[src/rtl/mux9_rr_arbiter_if.sv]
// Request/grant bundle between nine requesters and the round-robin arbiter
// that owns the 9:1 mux select.
interface mux9_rr_arbiter_if;
    logic [8:0] req;
    logic [8:0] gnt;
    logic [3:0] sel;
    logic       valid;
    logic [3:0] owner;

    // Requester side: raises requests, observes grant and select.
    modport master (
        output req,
        input  gnt,
        input  sel,
        input  valid,
        input  owner
    );

    // Arbiter side: samples requests, drives grant, select and ownership.
    modport slave (
        input  req,
        output gnt,
        output sel,
        output valid,
        output owner
    );
endinterface

[src/rtl/mux9_rr_arbiter.sv]
// Round-robin arbiter for the shared 9:1 single-bit mux. Picks at most one
// owner per cycle, bounds each owner's burst to MAX_BURST cycles and drives
// the mux select together with a one-hot grant. All outputs are registered
// and change together on the same edge.
module mux9_rr_arbiter #(
    parameter int MAX_BURST = 8
) (
    input  logic                  clk,
    input  logic                  rst_n,
    mux9_rr_arbiter_if.slave      bus
);

    localparam logic [3:0] BURST_MAX  = 4'(MAX_BURST);
    localparam logic [3:0] LAST_RESET = 4'd8;

    typedef enum logic {
        IDLE  = 1'b0,
        GRANT = 1'b1
    } state_t;

    state_t     state;
    state_t     state_nxt;
    logic [3:0] owner_q;
    logic [3:0] owner_nxt;
    logic [3:0] cnt;
    logic [3:0] cnt_nxt;
    logic [3:0] last;
    logic [3:0] last_nxt;
    logic [8:0] gnt_q;
    logic [8:0] gnt_nxt;
    logic [3:0] sel_q;
    logic [3:0] sel_nxt;
    logic       valid_nxt;

    logic       pick_found;
    logic [3:0] pick_idx;
    logic [4:0] pick;

    // Search starts just after the previous owner and wraps 8 -> 0, so the
    // previous owner is examined last and only wins when nobody else asks.
    function automatic logic [4:0] rr_pick(input logic [8:0] r,
                                           input logic [3:0] lst);
        logic [4:0] res;
        logic [3:0] idx;
        res = 5'd0;
        for (int k = 9; k >= 1; k--) begin
            idx = 4'((int'(lst) + k) % 9);
            if (r[idx]) begin
                res = {1'b1, idx};
            end
        end
        return res;
    endfunction

    // Owners 0..7 map straight onto the low select bits; owner 8 is the
    // ninth mux leg selected by the top bit alone.
    function automatic logic [3:0] sel_of(input logic [3:0] own);
        logic [3:0] s;
        if (own == 4'd8) begin
            s = 4'b1000;
        end else begin
            s = {1'b0, own[2:0]};
        end
        return s;
    endfunction

    assign pick       = rr_pick(bus.req, last);
    assign pick_found = pick[4];
    assign pick_idx   = pick[3:0];

    // State register: arbitration state plus the registered outputs so that
    // gnt, sel, owner and valid always move on the same edge.
    always_ff @(posedge clk) begin
        if (!rst_n) begin
            state   <= IDLE;
            owner_q <= 4'd0;
            cnt     <= 4'd0;
            last    <= LAST_RESET;
            gnt_q   <= 9'd0;
            sel_q   <= 4'd0;
        end else begin
            state   <= state_nxt;
            owner_q <= owner_nxt;
            cnt     <= cnt_nxt;
            last    <= last_nxt;
            gnt_q   <= gnt_nxt;
            sel_q   <= sel_nxt;
        end
    end

    // Next-state logic: keep the owner while it requests and has burst
    // budget left, otherwise rearbitrate in the same cycle (zero bubble).
    always_comb begin
        state_nxt = state;
        owner_nxt = owner_q;
        cnt_nxt   = cnt;
        last_nxt  = last;
        unique case (state)
            IDLE: begin
                if (pick_found) begin
                    state_nxt = GRANT;
                    owner_nxt = pick_idx;
                    cnt_nxt   = 4'd1;
                    last_nxt  = pick_idx;
                end
            end
            GRANT: begin
                if (bus.req[owner_q] && (cnt < BURST_MAX)) begin
                    cnt_nxt = cnt + 4'd1;
                end else if (pick_found) begin
                    // Covers release with handover and burst expiry; on
                    // expiry a lone requester wins again with a fresh count.
                    owner_nxt = pick_idx;
                    cnt_nxt   = 4'd1;
                    last_nxt  = pick_idx;
                end else begin
                    state_nxt = IDLE;
                    owner_nxt = 4'd0;
                    cnt_nxt   = 4'd0;
                end
            end
            default: begin
                state_nxt = IDLE;
                owner_nxt = 4'd0;
                cnt_nxt   = 4'd0;
            end
        endcase
    end

    // Output decode of the next state, captured by the state register.
    always_comb begin
        gnt_nxt   = 9'd0;
        sel_nxt   = 4'd0;
        valid_nxt = 1'b0;
        if (state_nxt == GRANT) begin
            valid_nxt = 1'b1;
            gnt_nxt   = 9'd1 << owner_nxt;
            sel_nxt   = sel_of(owner_nxt);
        end
    end

    assign bus.gnt   = gnt_q;
    assign bus.sel   = sel_q;
    assign bus.owner = owner_q;
    assign bus.valid = (state == GRANT);

endmodule

[src/flat_wrapper.sv]
// flat-port wrapper written by rule: the top's interface ports become plain ports
module mux9_rr_arbiter_flat 
#(
    parameter int MAX_BURST = 8
)
  (clk, rst_n, bus_req, bus_gnt, bus_sel, bus_valid, bus_owner);
  mux9_rr_arbiter_if bus_i ();
  input  logic clk;
  input  logic rst_n;
  input wire logic [$bits(bus_i.req)-1:0] bus_req;
  output wire logic [$bits(bus_i.gnt)-1:0] bus_gnt;
  output wire logic [$bits(bus_i.sel)-1:0] bus_sel;
  output wire logic [$bits(bus_i.valid)-1:0] bus_valid;
  output wire logic [$bits(bus_i.owner)-1:0] bus_owner;
  assign bus_i.req = bus_req;
  assign bus_gnt = bus_i.gnt;
  assign bus_sel = bus_i.sel;
  assign bus_valid = bus_i.valid;
  assign bus_owner = bus_i.owner;
  mux9_rr_arbiter #(.MAX_BURST(MAX_BURST)) u_core (.clk(clk), .rst_n(rst_n), .bus(bus_i));
endmodule
[config.mk]
export PLATFORM = sky130hd
export DESIGN_NAME = mux9_rr_arbiter_flat
export DESIGN_NICKNAME = d
export VERILOG_FILES = /design/src/rtl/mux9_rr_arbiter_if.sv /design/src/rtl/mux9_rr_arbiter.sv /design/src/flat_wrapper.sv
export SDC_FILE = /design/constraint.sdc
export NUM_CORES = 1
export LEC_CHECK = 0
export ABC_CLOCK_PERIOD_IN_PS = 10860
export CAP_MARGIN = 5
export CORE_ASPECT_RATIO = 0.75
export CORE_MARGIN = 5
export CORE_UTILIZATION = 50
export CTS_BUF_LIST = sky130_fd_sc_hd__clkbuf_4 sky130_fd_sc_hd__clkbuf_8
export DETAILED_ROUTE_END_ITERATION = 16
export PLACE_DENSITY = 0.65
export SLEW_MARGIN = 20
export SYNTH_ARGS = -nofsm -noshare
export SYNTH_HDL_FRONTEND = slang
export SYNTH_SLANG_ARGS = --single-unit
[constraint.sdc]
create_clock -name clk -period 10.86 [get_ports clk]
set_input_delay 2.172 -clock clk [delete_from_list [all_inputs] [get_ports clk]]
set_output_delay 2.172 -clock clk [all_outputs]
set_load 0.005 [all_outputs]
==> impl_table.tex, run 1 <==
\begin{tabular}{lr}
\hline
Metric & Value \\
\hline
\multicolumn{2}{l}{\textbf{Outcome}} \\
Outcome & complete, no violations \\
\multicolumn{2}{l}{\textbf{Synthesis}} \\
Xor/xnor share of the synthesized area & 4.78\% \\
Post-synth cell types & about 110 \\
Post-synth EDFFs & 0 \\
Post-synth net total & between 1000 and 1500 \\
Share of synthesized registers carrying an async set or reset & 0\% \\
Post-synth top flop & sky130\_fd\_sc\_hd\_\_dfxtp\_1 \\
Cells after synthesis & 949 \\
Dominant combinational cell family by area after synthesis & compound AO/OA/AOI/OAI gates \\
Arithmetic-cell share of the synthesized area counting full adders, half adders and majority gates & 9.35\% \\
Average footprint of a synthesized cell & 7.33 um\^{}2 \\
Compound-gate portion of the synthesized area & 32.9\% \\
Yosys warnings & 0 \\
Sequential share of the synthesized area & 7.48\% \\
Simple-gate share of the synthesized area & 29.6\% \\
Count of state elements after synthesis & 26 \\
Mux cell area share after synthesis & 9.83\% \\
Post-Synthesis Cell Area & roughly 0.0070 mm\^{}2 \\
\multicolumn{2}{l}{\textbf{STA}} \\
Final-layout setup total negative slack & 0 ns \\
Slew at the pin closest to its max-slew limit & roughly 0.97 ns \\
Max transition margin & between 30\% and 40\% \\
Min cycle time layout & 7.87 ns \\
Worst hold margin & about 0.51 ns \\
Clock tree skew after final layout & about 0.0051 ns \\
Final Slew Violations & 0 \\
RSZ-0062 raised after global routing & false \\
Number of endpoints with negative hold slack in the final report & 0 \\
Final cycle utilization of the critical path & 72.4\% \\
Finish-stage setup viols & 0 \\
Achievable Freq & 127 MHz \\
\multicolumn{2}{l}{\textbf{Setup path}} \\
Biggest fanout along the worst timing path & 31 \\
Internal reg-to-reg setup slack & roughly 3.0 ns \\
Endpoint of the lowest-slack register-to-register path & u\_core.bus.gnt[4] \\
Reg2reg start & u\_core.last[1] \\
Category of the critical setup timing path & reg2reg \\
WP data arrival & between 8 and 9 ns \\
Element type at the critical path end & flop \\
Critical Path Source Type & flop \\
Required time of the worst setup path & 11.03 ns \\
Register-to-Register Path Depth & 23 \\
\multicolumn{2}{l}{\textbf{Run}} \\
Number of violations of the max-capacitance limit & 0 \\
\multicolumn{2}{l}{\textbf{Finish}} \\
Share of the core filled with cells & 53.6\% \\
Fraction of layout cells with a size suffix above 1 & 10.9\% \\
Number of antenna cells inserted & 0 \\
Commonest non-fill, non-tap cells in the layout & sky130\_fd\_sc\_hd\_\_nand2\_1 (98), sky130\_fd\_sc\_hd\_\_nor2\_1 (73), sky130\_fd\_sc\_hd\_\_ha\_1 (52) \\
Most common library cell in the layout ignoring fill and taps & sky130\_fd\_sc\_hd\_\_nand2\_1 \\
Filler cell count in the final layout & 1341 \\
Net count, final & about 1000 \\
Post-route cell area & 0.00735 mm\^{}2 \\
Area growth from synthesis to layout & 5.59\% \\
\multicolumn{2}{l}{\textbf{GRT}} \\
Global-route wire length before repair & around 38000 um \\
Vias in the first global route & 6821 \\
Total congestion overflow after global routing & 0 \\
Total track usage & 27.7\% \\
Largest net degree at the start of global routing & 50 \\
Antenna violations before repair & 0 \\
\multicolumn{2}{l}{\textbf{Detailed routing}} \\
Via total after detailed routing & 7508 \\
Remaining antenna violation count after routing & 0 \\
Length of routed wiring on met1 & 10900 um \\
Detailed-route DRC error count & 0 \\
Wire length per cell & 21.0 um \\
Iteration-0 DRC count of the detailed router & $\sim$840 \\
Wire length on met2 & a little under 10000 um \\
Vias/cell & 6.72 \\
First-pass iteration count of the detailed router & 7 \\
Routed length on met3 & 2330 um \\
Post-Route WL & around 23000 um \\
Uppermost layer routed & met4 \\
\multicolumn{2}{l}{\textbf{Placement}} \\
IO Port Bufs & 28 \\
Detailed Place HPWL & 17400 um \\
Post-DP Area & 0.00730 mm\^{}2 \\
Routability cong. & 0.996 \\
\multicolumn{2}{l}{\textbf{CTS}} \\
CTS root buf & sky130\_fd\_sc\_hd\_\_clkbuf\_8 \\
H-tree Lvls & 1 \\
Number of sinks handled by clock tree synthesis & 26 \\
Post-CTS Hold Buffers & 0 \\
Clk buf depth & 2 \\
Number of gates resized after CTS & 0 \\
CTS tree & done \\
Post-CTS setup buffer count & 0 \\
Clock input transition at the sequential cells of the worst setup and hold paths & 0.09 ns \\
Source-to-sink clock delay at the later pin of the worst-skew pair & between 0.2 and 0.3 ns \\
Total CTS buffers & 3 \\
\multicolumn{2}{l}{\textbf{Floorplanning}} \\
Placeable core region & 0.0137 mm\^{}2 \\
Die Span X & 146 um \\
Site Rows & 37 \\
Total die area & 0.0164 mm\^{}2 \\
Initial standard-cell utilization of the core & 50.8\% \\
Ports & 29 \\
Chip Height & $\sim$110 um \\
\multicolumn{2}{l}{\textbf{Hold path}} \\
Path class of the lowest-slack min-delay path & reg2reg \\
End point of the worst hold path & u\_core.cnt[3] \\
Launch instance of the worst min-delay path & u\_core.cnt[3] \\
Hold path cells & 2 \\
\hline
\end{tabular}
[registers in the layout, indices dropped and copies added (netlist names)]
signal            cells
u_core.bus.gnt        9
u_core.bus.owner      4
u_core.bus.sel        4
u_core.cnt            4
u_core.last           4
u_core.bus.valid      1
[synth_stat cells, drive strengths merged (14+ instances only)]
library cell	number	area share [%]
a211oi	20	2.5
a21oi	49	3.8
a31oi	14	1.3
and3	16	1.4
buf	29	2.8
clkbuf	26	1.4
dfxtp	26	7.5
ha	52	9.3
inv	29	1.6
mux2i	44	6.4
nand2	100	5.5
nand2b	22	2.0
nand3	23	1.7
nor2	73	3.9
nor2b	25	2.2
nor3	34	2.5
o21ai	48	3.5
or2	14	1.3
xnor2	27	3.8
[cell type report]
| class | count | area, um^2 | share of cell area [%] |
|---|---|---|---|
| repair buffers | 45 | 408 | 5.55 |
| well taps | 175 | 219 | 2.98 |
| inverters | 34 | 128 | 1.74 |
| clock buffers | 4 | 48.8 | 0.664 |
| flip-flops and latches | 26 | 524 | 7.13 |
| multi-input cells | 834 | 6020 | 81.9 |
[worst max-delay path, cell delays in order (launching register included)]
cell                       delay, ns
sky130_fd_sc_hd__dfxtp_1        0.31
sky130_fd_sc_hd__buf_4          0.29
sky130_fd_sc_hd__clkinv_1       0.48
sky130_fd_sc_hd__ha_1           0.45
sky130_fd_sc_hd__buf_4          0.32
sky130_fd_sc_hd__clkinv_1       0.50
sky130_fd_sc_hd__ha_1           0.41
sky130_fd_sc_hd__or3b_2         0.45
sky130_fd_sc_hd__o221a_2        0.35
sky130_fd_sc_hd__xnor2_4        0.23
sky130_fd_sc_hd__ha_1           0.30
sky130_fd_sc_hd__nor4bb_1       0.31
sky130_fd_sc_hd__o31ai_1        0.14
sky130_fd_sc_hd__a21o_1         0.21
sky130_fd_sc_hd__a31oi_2        0.41
sky130_fd_sc_hd__mux2_2         0.38
sky130_fd_sc_hd__or4b_1         0.55
sky130_fd_sc_hd__nand3_1        0.23
sky130_fd_sc_hd__and4bb_2       0.27
sky130_fd_sc_hd__nand4b_1       0.13
sky130_fd_sc_hd__nand2b_1       0.13
sky130_fd_sc_hd__a311oi_1       0.43
sky130_fd_sc_hd__a21oi_1        0.19
sky130_fd_sc_hd__and3_1         0.23
[per-stage QoR]
step | setup slack [ns] | cells
4_1_cts | 3.10 | 1118
3_3_place_gp | 3.38 | 1114
2_1_floorplan | 3.34 | 949
3_5_place_dp | 3.12 | 1114
5_1_grt | 2.45 | 1118
6_report | 2.99 | 1118
[kinds of logic after synthesis]
logic type / count (synthesis)
DFF: 26
and+or+nand+nor: 389
adders and majority gates: 52
buffers and inverters: 89
muxes: 60
AOI/OAI and AO/OA: 301
xor gates and xnor gates: 32
[per-layer routing]
metal	global-route usage, %	vias to the layer above
met3	5.25	59
met5	0	-
li1	-	3586
met2	41.0	366
met1	41.3	3497
met4	6.52	0
[how the worst max path moves through the flow]
stage / startpoint / to / slack, ns / cells past startpoint
floorplan: u_core.last[0] / u_core.bus.gnt[5] / 3.34 / 27
global placement: u_core.last[1] / u_core.bus.gnt[4] / 3.38 / 23
detailed placement: u_core.last[1] / u_core.bus.gnt[4] / 3.12 / 23
CTS: u_core.last[1] / u_core.bus.gnt[4] / 3.10 / 23
global route: u_core.last[1] / u_core.bus.gnt[3] / 2.45 / 23
finish: u_core.last[1] / u_core.bus.gnt[4] / 2.99 / 23
Power of run 1 is left out: the tool's default activity adds up to more than one toggle a clock period on the data nets, which glitch-free logic cannot reach.
==> run 2, diff against run 1 <==
--- a/config.mk
+++ b/config.mk
@@ -5,7 +5,7 @@
 export SDC_FILE = /design/constraint.sdc
 export NUM_CORES = 1
 export LEC_CHECK = 0
-export ABC_CLOCK_PERIOD_IN_PS = 10860
+export ABC_CLOCK_PERIOD_IN_PS = 7880
 export CAP_MARGIN = 5
 export CORE_ASPECT_RATIO = 0.75
 export CORE_MARGIN = 5
==> constraint.sdc (replaced) <==
create_clock -name clk -period 7.88 [get_ports clk]
set_input_delay 1.576 -clock clk [delete_from_list [all_inputs] [get_ports clk]]
set_output_delay 1.576 -clock clk [all_outputs]
set_load 0.005 [all_outputs]
==> run 2 against run 1 <==
  * Final cell count is 0.81% higher
  * Die area did not move
  * Hold slack better by 0.0094 ns
  * Clock skew increased by 0.0095 ns
  * Wire length increased by 3.4%
  * First-iteration DRC count rose by 3.9%
  * Cell area is 1.2% higher
  * Via count increased by 1.7%
  * Register-to-register slack worse by 2.0 ns
==> impl_table.tex, run 2 (synthesized netlist as in run 1, its figures left out) <==
\begin{tabular}{lr}
\hline
Metric & Value \\
\hline
\multicolumn{2}{l}{\textbf{Setup path}} \\
Element type at the critical path end & flop \\
Cell with the biggest individual delay on the critical path & sky130\_fd\_sc\_hd\_\_or4\_4 \\
Register-to-Register Path Depth & 23 \\
Biggest fanout along the worst timing path & 36 \\
Category of the critical setup timing path & reg2reg \\
Required time of the worst setup path & between 8 and 9 ns \\
Critical Path Max Stage Delay & 0.54 ns \\
Capturing element of the worst setup path & u\_core.bus.gnt[7] \\
WP data arrival & 7.07 ns \\
Worst path most repeated cell & sky130\_fd\_sc\_hd\_\_ha\_1 \\
Worst setup startpoint & u\_core.last[0] \\
Endpoint of the lowest-slack register-to-register path & u\_core.bus.gnt[7] \\
Combined buffer and inverter count along the critical path & 2 \\
Internal reg-to-reg setup slack & around 1.0 ns \\
Cells traversed along the worst timing path & buf\_4 > ha\_1 > buf\_4 > xor2\_4 > ha\_1 > nor2\_1 > nand3\_1 > and3\_1 > xnor2\_1 > ha\_1 > nor3b\_1 > nor2\_1 > mux2\_2 > a211oi\_4 > a2bb2oi\_4 > o211ai\_1 > a2111o\_1 > o211a\_2 > or4\_4 > a211oi\_2 > a21oi\_2 > nor3b\_2 > and3\_1 \\
Cell family with the largest share of critical-path delay & simple AND/OR/NAND/NOR gates \\
Critical Path Source Type & flop \\
Number of cells on the critical path & 23 \\
Reg2reg start & u\_core.last[0] \\
\multicolumn{2}{l}{\textbf{Hold path}} \\
Path class of the lowest-slack min-delay path & reg2reg \\
Hold path cells & 2 \\
Launch instance of the worst min-delay path & u\_core.cnt[2] \\
\multicolumn{2}{l}{\textbf{GRT}} \\
Largest net degree at the start of global routing & 51 \\
Antenna violations before repair & 0 \\
Global-route wire length before repair & 38700 um \\
Total track usage & 28.4\% \\
Vias in the first global route & 6865 \\
Total congestion overflow after global routing & 0 \\
\multicolumn{2}{l}{\textbf{CTS}} \\
Clock input transition at the sequential cells of the worst setup and hold paths & around 0.11 ns \\
Source-to-sink clock delay at the later pin of the worst-skew pair & 0.29 ns \\
H-tree Lvls & 1 \\
Clk buf depth & 2 \\
CTS root buf & sky130\_fd\_sc\_hd\_\_clkbuf\_8 \\
Number of gates resized after CTS & 0 \\
Post-CTS Hold Buffers & 0 \\
CTS tree & done \\
Total CTS buffers & 3 \\
Post-CTS setup buffer count & 0 \\
Number of sinks handled by clock tree synthesis & 26 \\
\multicolumn{2}{l}{\textbf{Placement}} \\
Detailed Place HPWL & 18000 um \\
IO Port Bufs & 28 \\
Routability cong. & about 1.1 \\
\multicolumn{2}{l}{\textbf{Detailed routing}} \\
Vias/cell & between 6 and 7 \\
Wire length per cell & 21.5 um \\
First-pass iteration count of the detailed router & 5 \\
Via total after detailed routing & 7634 \\
Iteration-0 DRC count of the detailed router & 870 \\
Detailed-route DRC error count & 0 \\
Remaining antenna violation count after routing & 0 \\
Routed length on met3 & 2320 um \\
Wire length on met2 & 9720 um \\
Post-Route WL & 24200 um \\
Length of routed wiring on met1 & roughly 12000 um \\
Uppermost layer routed & met4 \\
\multicolumn{2}{l}{\textbf{Finish}} \\
Commonest non-fill, non-tap cells in the layout & sky130\_fd\_sc\_hd\_\_nand2\_1 (98), sky130\_fd\_sc\_hd\_\_nor2\_1 (73), sky130\_fd\_sc\_hd\_\_ha\_1 (52) \\
Seq. cell area & 524 um\^{}2 \\
Filler cell count in the final layout & about 1400 \\
Number of antenna cells inserted & 0 \\
Area growth from synthesis to layout & 6.88\% \\
Combined area of the multi-input logic cells & 0.00602 mm\^{}2 \\
Net count, final & 1016 \\
Fraction of layout cells with a size suffix above 1 & 11.8\% \\
Number of flip-flops in the largest register & 9 \\
Most common library cell in the layout ignoring fill and taps & sky130\_fd\_sc\_hd\_\_nand2\_1 \\
\multicolumn{2}{l}{\textbf{STA}} \\
Clock tree skew after final layout & approximately 0.015 ns \\
Min cycle time layout & roughly 6.8 ns \\
Final-layout setup total negative slack & 0 ns \\
Achievable Freq & 146 MHz \\
Final Slew Violations & 0 \\
RSZ-0062 raised after global routing & false \\
Finish-stage setup viols & 0 \\
Max transition margin & 21.4\% \\
Slew at the pin closest to its max-slew limit & 1.17 ns \\
Final cycle utilization of the critical path & 86.9\% \\
Number of endpoints with negative hold slack in the final report & 0 \\
\multicolumn{2}{l}{\textbf{Floorplanning}} \\
Ports & 29 \\
Total die area & about 0.016 mm\^{}2 \\
Site Rows & 37 \\
Initial standard-cell utilization of the core & 50.8\% \\
Chip Height & 112 um \\
Placeable core region & about 0.014 mm\^{}2 \\
Die Span X & 146 um \\
\multicolumn{2}{l}{\textbf{Run}} \\
Number of violations of the max-capacitance limit & 0 \\
\multicolumn{2}{l}{\textbf{Outcome}} \\
Outcome & complete, no violations \\
\hline
\end{tabular}
run 2: metal layers:
layer	vias up	global-route usage, %
met5	-	0
met4	0	8.15
met3	46	4.80
met2	400	39.9
met1	3585	43.8
li1	3603	-
run 2: worst min-delay path: stages, from the launching register on:
cell and delay (ns):
sky130_fd_sc_hd__dfxtp_1 0.33, sky130_fd_sc_hd__nand4_1 0.08, sky130_fd_sc_hd__a21boi_0 0.07
run 2: worst min path at each step:
stage	endpoint
2_1_floorplan	u_core.cnt[3]
3_3_place_gp	u_core.cnt[3]
3_5_place_dp	u_core.cnt[3]
4_1_cts	u_core.cnt[3]
5_1_grt	u_core.cnt[3]
6_report	u_core.cnt[3]
run 2: stage by stage:
step / hold slack (ns) / utilization (%) / setup WS (ns) / cells / cell area [um^2]
6_report: 0.520 / 54.3 / 1.03 / 1127 / 7440
5_1_grt: 0.564 / 54.3 / 0.594 / 1127 / 7440
4_1_cts: 0.523 / 54.3 / 1.13 / 1127 / 7440
3_5_place_dp: 0.508 / 53.8 / 1.19 / 1123 / 7370
3_3_place_gp: 0.503 / 53.8 / 1.29 / 1123 / 7370
2_1_floorplan: 0.471 / - / 0.361 / 949 / 6960
run 2: cell type report:
type / count / area share [%]
Tap cell: 175 / 2.94
Sequential cell: 26 / 7.05
Inverter: 34 / 1.72
Clock buffer: 3 / 0.555
Clock inverter: 1 / 0.404
Timing Repair Buffer: 54 / 6.39
Multi-Input combinational cell: 834 / 80.9
Power of run 2 is left out for the same reason.
==> run 3, diff against run 2 <==
--- a/config.mk
+++ b/config.mk
@@ -7,12 +7,14 @@
 export LEC_CHECK = 0
 export ABC_CLOCK_PERIOD_IN_PS = 7880
 export CAP_MARGIN = 5
+export CELL_PAD_IN_SITES_DETAIL_PLACEMENT = 2
+export CELL_PAD_IN_SITES_GLOBAL_PLACEMENT = 2
 export CORE_ASPECT_RATIO = 0.75
 export CORE_MARGIN = 5
-export CORE_UTILIZATION = 50
+export CORE_UTILIZATION = 38
 export CTS_BUF_LIST = sky130_fd_sc_hd__clkbuf_4 sky130_fd_sc_hd__clkbuf_8
 export DETAILED_ROUTE_END_ITERATION = 16
-export PLACE_DENSITY = 0.65
+export PLACE_DENSITY = 0.81
 export SLEW_MARGIN = 20
 export SYNTH_ARGS = -nofsm -noshare
 export SYNTH_HDL_FRONTEND = slang
==> run 3 against run 2 <==
  * Via count up 2.8%
  * First-iteration DRC count down 37%
  * Sequential share of layout area down 0.092 points
  * Flip-flop and latch count unchanged
  * Die area up 29%
  * Utilization fell by 12 points
  * Cell area increased by 1.3%
  * Global-route usage shrank 0.72 points
  * Final cell count rose by 6.1%
  * Hold slack worse by 0.011 ns
  * Critical path type unchanged
==> impl_table.tex, run 3 (synthesized netlist as in run 1, its figures left out) <==
\begin{tabular}{lr}
\hline
Metric & Value \\
\hline
\multicolumn{2}{l}{\textbf{CTS}} \\
Post-CTS Hold Buffers & 0 \\
H-tree Lvls & 1 \\
CTS tree & done \\
Clk buf depth & 2 \\
Number of sinks handled by clock tree synthesis & 26 \\
Total CTS buffers & 3 \\
Number of gates resized after CTS & 0 \\
CTS root buf & sky130\_fd\_sc\_hd\_\_clkbuf\_8 \\
Post-CTS setup buffer count & 0 \\
Source-to-sink clock delay at the later pin of the worst-skew pair & 0.30 ns \\
Clock input transition at the sequential cells of the worst setup and hold paths & 0.13 ns \\
\multicolumn{2}{l}{\textbf{Finish}} \\
Fraction of layout cells with a size suffix above 1 & roughly an eighth \\
Area growth from synthesis to layout & 8.30\% \\
Final cell count without fillers & about 1200 \\
Net count, final & $\sim$1000 \\
Number of antenna cells inserted & 0 \\
Commonest non-fill, non-tap cells in the layout & sky130\_fd\_sc\_hd\_\_nand2\_1 (98), sky130\_fd\_sc\_hd\_\_nor2\_1 (73), sky130\_fd\_sc\_hd\_\_ha\_1 (52) \\
Number of flip-flops in the largest register & 9 \\
Most common library cell in the layout ignoring fill and taps & sky130\_fd\_sc\_hd\_\_nand2\_1 \\
\multicolumn{2}{l}{\textbf{STA}} \\
Final-layout setup total negative slack & 0 ns \\
Max transition margin & 32.5\% \\
Final Slew Violations & 0 \\
Clock tree skew after final layout & 0.0269 ns \\
Final cycle utilization of the critical path & 89.8\% \\
Achievable Freq & 141 MHz \\
Number of endpoints with negative hold slack in the final report & 0 \\
Finish-stage setup viols & 0 \\
Min cycle time layout & 7.07 ns \\
RSZ-0062 raised after global routing & false \\
Slew at the pin closest to its max-slew limit & around 1.0 ns \\
\multicolumn{2}{l}{\textbf{Detailed routing}} \\
Via total after detailed routing & 7851 \\
Iteration-0 DRC count of the detailed router & 552 \\
Post-Route WL & 30700 um \\
Detailed-route DRC error count & 0 \\
First-pass iteration count of the detailed router & 7 \\
Wire length per cell & 25.7 um \\
Vias/cell & 6.56 \\
Remaining antenna violation count after routing & 0 \\
\multicolumn{2}{l}{\textbf{Floorplanning}} \\
Initial standard-cell utilization of the core & 39.1\% \\
Ports & 29 \\
Die Span X & $\sim$170 um \\
Total die area & 0.0212 mm\^{}2 \\
Chip Height & 127 um \\
Site Rows & 42 \\
Placeable core region & 0.0178 mm\^{}2 \\
\multicolumn{2}{l}{\textbf{GRT}} \\
Global-route wire length before repair & 47600 um \\
Total congestion overflow after global routing & 0 \\
Total track usage & 27.7\% \\
Vias in the first global route & 8086 \\
Largest net degree at the start of global routing & 49 \\
Antenna violations before repair & 1 \\
\multicolumn{2}{l}{\textbf{Setup path}} \\
Worst path most repeated cell & sky130\_fd\_sc\_hd\_\_ha\_1 \\
Biggest fanout along the worst timing path & 11 \\
Category of the critical setup timing path & reg2reg \\
Cell with the biggest individual delay on the critical path & sky130\_fd\_sc\_hd\_\_or4b\_1 \\
Critical Path Max Stage Delay & between 0.5 and 0.6 ns \\
Internal reg-to-reg setup slack & 0.81 ns \\
Required time of the worst setup path & 8.06 ns \\
Critical Path Source Type & flop \\
WP data arrival & between 7 and 8 ns \\
Element type at the critical path end & flop \\
Cells traversed along the worst timing path & clkinv\_1 > ha\_1 > xnor2\_1 > inv\_2 > ha\_1 > or3b\_2 > o221a\_2 > xnor2\_4 > ha\_1 > nor4bb\_1 > o31ai\_1 > a21o\_1 > a31oi\_2 > mux2\_2 > or4b\_1 > nand3\_1 > and4bb\_2 > nand4b\_1 > nand2b\_1 > a311oi\_1 > a21oi\_1 > and3\_1 \\
\multicolumn{2}{l}{\textbf{Placement}} \\
IO Port Bufs & 28 \\
Cell Count Post-Placement & 1192 \\
Routability cong. & 1.03 \\
Detailed Place HPWL & 23800 um \\
\multicolumn{2}{l}{\textbf{Run}} \\
Number of violations of the max-capacitance limit & 0 \\
\multicolumn{2}{l}{\textbf{Outcome}} \\
Outcome & complete, no violations \\
\multicolumn{2}{l}{\textbf{Hold path}} \\
Path class of the lowest-slack min-delay path & reg2reg \\
\hline
\end{tabular}
[run 3: area by class of cell]
class	instances	area (um^2)
Timing Repair Buffer	56	490
Sequential cell	26	524
Multi-Input combinational cell	834	6020
Fill cell	2098	10300
Clock buffer	3	41.3
Clock inverter	1	30.0
Tap cell	242	303
Inverter	34	128
[run 3: per-stage QoR]
stage	hold slack [ns]	setup WS [ns]	instance area, um^2	util (%)
6_report	0.509	0.807	7540	42.3
5_1_grt	0.557	0.428	7540	42.3
4_1_cts	0.532	0.938	7540	42.3
3_5_place_dp	0.520	0.970	7470	41.9
3_3_place_gp	0.495	1.25	7470	41.9
2_1_floorplan	0.471	0.361	6960	-
[run 3: routing by layer]
layer	track usage, %	vias to the layer above	part of all wire (%)
met4	4.14	2	1.3
li1	-	3600	-
met2	44.7	218	44
met5	0	-	0.042
met1	40.5	3993	49
met3	3.37	38	5.6
[run 3: worst paths after layout]
| check | from | to | cells after the start |
|---|---|---|---|
| setup / recovery | u_core.last[0] | u_core.bus.gnt[4] | 22 |
| hold / removal | u_core.cnt[0] | u_core.cnt[3] | 2 |
| setup reg to reg | u_core.last[0] | u_core.bus.gnt[4] | 22 |
| hold reg to reg | u_core.cnt[0] | u_core.cnt[3] | 2 |
[run 3: worst max-delay path, delay by kind of cell, from the launching register on]
kind	cells	cell delay (ns)
AO/OA/AOI/OAI	6	1.82
flip-flops	1	0.38
adder cells (fa/ha/maj)	3	0.97
buffers and inverters	2	0.32
multiplexers	1	0.39
XOR/XNOR	2	0.70
AND/OR/NAND/NOR	8	2.35
Power of run 3 is left out for the same reason.
